`src/rtl/pc_gen_ras.sv`:
```
// rtl/pc_gen_ras.sv - registered next-PC generator with return address stack
// Fixed-priority fetch PC selection with a stall-held EX redirect and a circular RAS.
module pc_gen_ras #(
  parameter int               WIDTH       = 32,
  parameter int               FETCH_WIDTH = 2,
  parameter logic [WIDTH-1:0] RESET_PC    = '0,
  parameter int               RAS_DEPTH   = 4
) (
  input  logic             clk,
  input  logic             rst,
  input  logic             stall,
  input  logic             branch_en_EX,
  input  logic             branch_correction,
  input  logic [WIDTH-1:0] branch_EX,
  input  logic [WIDTH-1:0] normal_EX,
  input  logic             branch_en_F,
  input  logic [WIDTH-1:0] branch_F,
  input  logic             jump_en,
  input  logic [WIDTH-1:0] jump,
  input  logic             call_en,
  input  logic [WIDTH-1:0] ret_addr,
  input  logic             ret_en,
  output logic [WIDTH-1:0] pc_out,
  output logic             ex_redirect,
  output logic             ras_empty,
  output logic             ras_full
);

  localparam logic [WIDTH-1:0] GROUP_INC = WIDTH'(4 * FETCH_WIDTH);
  localparam int               PTR_W     = $clog2(RAS_DEPTH);
  localparam int               CNT_W     = PTR_W + 1;
  localparam logic [CNT_W-1:0] CNT_MAX   = CNT_W'(RAS_DEPTH);

  logic [WIDTH-1:0] pc_q, pc_d;
  logic             ex_redirect_q, ex_redirect_d;
  logic             pend_valid_q, pend_valid_d;
  logic [WIDTH-1:0] pend_addr_q, pend_addr_d;
  logic [PTR_W-1:0] top_q, top_d;
  logic [CNT_W-1:0] cnt_q, cnt_d;
  logic [WIDTH-1:0] ras_q [RAS_DEPTH];

  logic             ras_we;
  logic [PTR_W-1:0] ras_widx;
  logic [WIDTH-1:0] ex_target;
  logic [WIDTH-1:0] seq_pc;
  logic [PTR_W-1:0] top_inc;
  logic             do_pop;

  assign ex_target = branch_correction ? normal_EX : branch_EX;
  assign seq_pc    = (pc_q & ~(GROUP_INC - 1'b1)) + GROUP_INC;
  assign top_inc   = top_q + 1'b1;

  always_comb begin
    pc_d          = pc_q;
    ex_redirect_d = 1'b0;
    pend_valid_d  = pend_valid_q;
    pend_addr_d   = pend_addr_q;
    top_d         = top_q;
    cnt_d         = cnt_q;
    ras_we        = 1'b0;
    ras_widx      = top_q;
    do_pop        = 1'b0;

    if (stall) begin
      if (branch_en_EX) begin
        pend_valid_d = 1'b1;
        pend_addr_d  = ex_target;
      end
    end else if (branch_en_EX) begin
      pc_d          = ex_target;
      ex_redirect_d = 1'b1;
      pend_valid_d  = 1'b0;
    end else if (pend_valid_q) begin
      pc_d          = pend_addr_q;
      ex_redirect_d = 1'b1;
      pend_valid_d  = 1'b0;
    end else begin
      // A return only pops when it actually supplies the next PC.
      do_pop = !branch_en_F && !jump_en && ret_en && (cnt_q != '0);

      if (branch_en_F)  pc_d = branch_F;
      else if (jump_en) pc_d = jump;
      else if (do_pop)  pc_d = ras_q[top_q];
      else              pc_d = seq_pc;

      if (call_en && do_pop) begin
        ras_we   = 1'b1;
        ras_widx = top_q;
      end else if (call_en) begin
        ras_we   = 1'b1;
        ras_widx = top_inc;
        top_d    = top_inc;
        if (cnt_q != CNT_MAX) cnt_d = cnt_q + 1'b1;
      end else if (do_pop) begin
        top_d = top_q - 1'b1;
        cnt_d = cnt_q - 1'b1;
      end
    end
  end

  always_ff @(posedge clk) begin
    if (rst) begin
      pc_q          <= RESET_PC;
      ex_redirect_q <= 1'b0;
      pend_valid_q  <= 1'b0;
      pend_addr_q   <= '0;
      top_q         <= '0;
      cnt_q         <= '0;
    end else begin
      pc_q          <= pc_d;
      ex_redirect_q <= ex_redirect_d;
      pend_valid_q  <= pend_valid_d;
      pend_addr_q   <= pend_addr_d;
      top_q         <= top_d;
      cnt_q         <= cnt_d;
    end
  end

  always_ff @(posedge clk) begin
    if (ras_we && !rst) ras_q[ras_widx] <= ret_addr;
  end

  assign pc_out      = pc_q;
  assign ex_redirect = ex_redirect_q;
  assign ras_empty   = (cnt_q == '0);
  assign ras_full    = (cnt_q == CNT_MAX);

endmodule

```
`config.mk`:
```
export PLATFORM = sky130hd
export DESIGN_NAME = pc_gen_ras
export DESIGN_NICKNAME = d
export VERILOG_FILES = /design/src/rtl/pc_gen_ras.sv
export SDC_FILE = /design/constraint.sdc
export NUM_CORES = 1
export LEC_CHECK = 0
export CORE_MARGIN = 3
export CORE_UTILIZATION = 46
export DETAILED_ROUTE_END_ITERATION = 10
export PLACE_DENSITY = 0.83
export SLEW_MARGIN = 20
export SYNTH_ARGS = -nofsm -noshare
export SYNTH_HDL_FRONTEND = slang
export SYNTH_SLANG_ARGS = --single-unit
```
`constraint.sdc`:
```
create_clock -name clk -period 4.6 [get_ports clk]
set_input_delay 0.46 -clock clk [delete_from_list [all_inputs] [get_ports clk]]
set_output_delay 0.46 -clock clk [all_outputs]
set_load 0.005 [all_outputs]
```
==> impl_metrics.ini <==
[finish]
fin_area_sq_mm = 0.0124
nNetsFinal = 1156
stdcell_count = 1268
fillers = 1585
multi_input_area_sq_mm = 0.00393
antenna_cells = 0
regArea_sq_mm = 0.00531
drive_above_1_share_pct = 10.4
area_growth_pct = 30.0
final_util_pct = 61.2

[synth]
yosysWarnings = 0
syn_area_per_cell_sq_um = 11.8
synth_edf_count = 128
ys_seq_area_share_pct = 55.6
yosys-top-cells-area = edfxtp_1 (40%), dfxtp_1 (15%), mux4_2 (7.5%)
synth_cells = 809
ys_async_sr_fraction_pct = 0
netlist_area_sq_mm = 0.00955
ys.flop_type = edfxtp_1
synth_common_cells = edfxtp_1 (128), nor2_1 (77), dfxtp_1 (73), a21oi_1 (65), a211oi_1 (53)
yosysMostFrequentCell = edfxtp_1
synth_top_area_share_pct = 40.3
synthesis.nets = 982
ys_types = 63
yosysTopAreaCell = edfxtp_1
ys_ff_latch = 201

[clock_network]
cts_tree = done
hold_buffers = 0
cts_made_buffers = 21
cts.htree.levels = 1
clkSlewWorstSetupHoldPaths_ps = 70
clock_path_buffers = 3
post_cts_buffers = 0
cts_sinks = 201
worstSkewPairLatency_ps = 510
cts_resized = 0
cts_root_buffer = clkbuf_16

[placed_design]
dp.cells = 1230
portBuffers = 203
gp_congestion = 0.920
postPlaceCellArea_sq_mm = 0.0118
hpwl_mm = 19.4

[detailed_routing]
drt_iter0_markers = 799
ant_nets = 0
dr.pass1.iters = 7
vias_per_cell = 6.08
drcViolationCount = 0
wire_per_inst_microns = 21.8
wl_mm = 27.7
vias = 7708

[floorplan]
rows = 52
die_area_sq_mm = 0.0225
die_x_microns = 150
die_y_microns = 150
core_area_sq_mm = 0.0203
top_level_ports = 204
initial_core_util_pct = 47.0

[timing]
max_freq_mhz = 366
max_slew_margin_pct = 34.1
setup_tns_ps = 0
period_share_pct = 59.4
hold_ws_ps = 492
hold_viol_final = 0
clock_skew_ps = 15.6
drv_slew = 0
period_needed_ps = 2730
worst_pin_slew_ps = 987
rsz0062_at_grt = no
setup_viol = 0

[outcome]
outcome = complete, no violations

[global_routing]
grt.total_usage_pct = 23.5
grt_max_degree = 49
grt_pass1_vias = 7153
grt_overflow_total = 0
grt_pass1_wl_mm = 40.9
antenna_found_initial = 0

[critical_path]
worstPathArrival_ps = 2880
start_kind = register
crit_path_max_fanout = 32
crit_type = register to register
crit_chain = or3_1 -> a21oi_1 -> mux2i_1 -> and4_1 -> buf_4
crit_required_ps = 4750
critPathBufInv = 1
worstSetupEndpointType = register
path_delay_family = simple AND/OR/NAND/NOR gates
max_stage_delay_ps = 550
cp_slowest_cell = or3_1
r2r_setup_slack_ps = 1870

[pwr]
peakVddDrop_mv = 0.307
p_per_area_mw_per_mm2 = 339
p_leak_nw = 4.06

[worst_hold_path]
min_path_type = input port to register

[run]
maxCapViolCount = 0
## cell families (layout without fill, tap and decap cells)
kind of cell / count (synthesis) / count (layout) / synth area share [%]
flops: 201 / 201 / 55.6
xor+xnor: 19 / 19 / 1.74
simple gates: 186 / 186 / 9.34
buf+inv: 85 / 274 / 3.56
fa+ha+maj: 4 / 4 / 0.603
compound gates: 246 / 246 / 17.8
mux: 68 / 68 / 11.3
## cell type report
cell class | instances | share of cell area [%]
sequential | 201 | 42.8
inverter | 20 | 0.605
tap | 270 | 2.72
clock buffer | 28 | 4.69
multi-input combinational | 523 | 31.6
timing repair buffer | 216 | 17.0
clock inverter | 10 | 0.605
## where the power goes
group	leakage [nW]	switching, W	total, W	internal (W)
Sequential	1.76	0.0000685	0.00204	0.00197
Clock	0.328	0.000675	0.00162	0.000944
Combinational	1.97	0.000255	0.000555	0.000300
Total	4.06	0.000998	0.00421	0.00322
## registers in the layout, summed over array words and instances (netlist names), named ones only
name / flops
cnt_q: 3
pend_addr_q: 32
pc_out: 32
pend_valid_q: 1
ras_q: 128
ex_redirect: 1
top_q: 2
## worst register-to-register path: cells and delay by family, from the launching register on
kind | cells | cell delay [ps]
multiplexers | 1 | 420
AO/OA/AOI/OAI | 1 | 190
flip-flops | 1 | 520
AND/OR/NAND/NOR | 2 | 830
buffers and inverters | 1 | 400
## through the flow
stage | total power (W) | setup WS (ps)
after floorplan | 0.00232 | 206
after global placement | 0.00261 | 1550
after detailed placement | 0.00262 | 1500
after CTS | 0.00423 | 1620
after global routing | 0.00435 | 1720
final | 0.00421 | 1870
## placed cells by master, fill, tap and decap left out, types with 21 or more instances in the layout
cell,count
a21oi_1,65
a211oi_1,53
clkdlybuf4s50_1,199
clkbuf_16,21
nand2_1,29
mux4_2,32
mux2i_1,34
edfxtp_1,128
nor2_1,76
o21ai_0,26
dfxtp_1,70
## metal layers
metal	track usage [%]	share of wire, %
met4	6.91	2.9
met2	38.1	48
met3	4.15	10
met1	32.7	39
met5	0	0
## path summary, 6_finish.rpt
kind                   start         endpoint  cells past startpoint
max             pend_valid_q     ras_q[0][28]                      5
min                      rst  pend_addr_q[31]                      2
max reg2reg     pend_valid_q     ras_q[0][28]                      5
min reg2reg  pend_addr_q[23]  pend_addr_q[23]                      2
(Power assumes the default switching activity.)
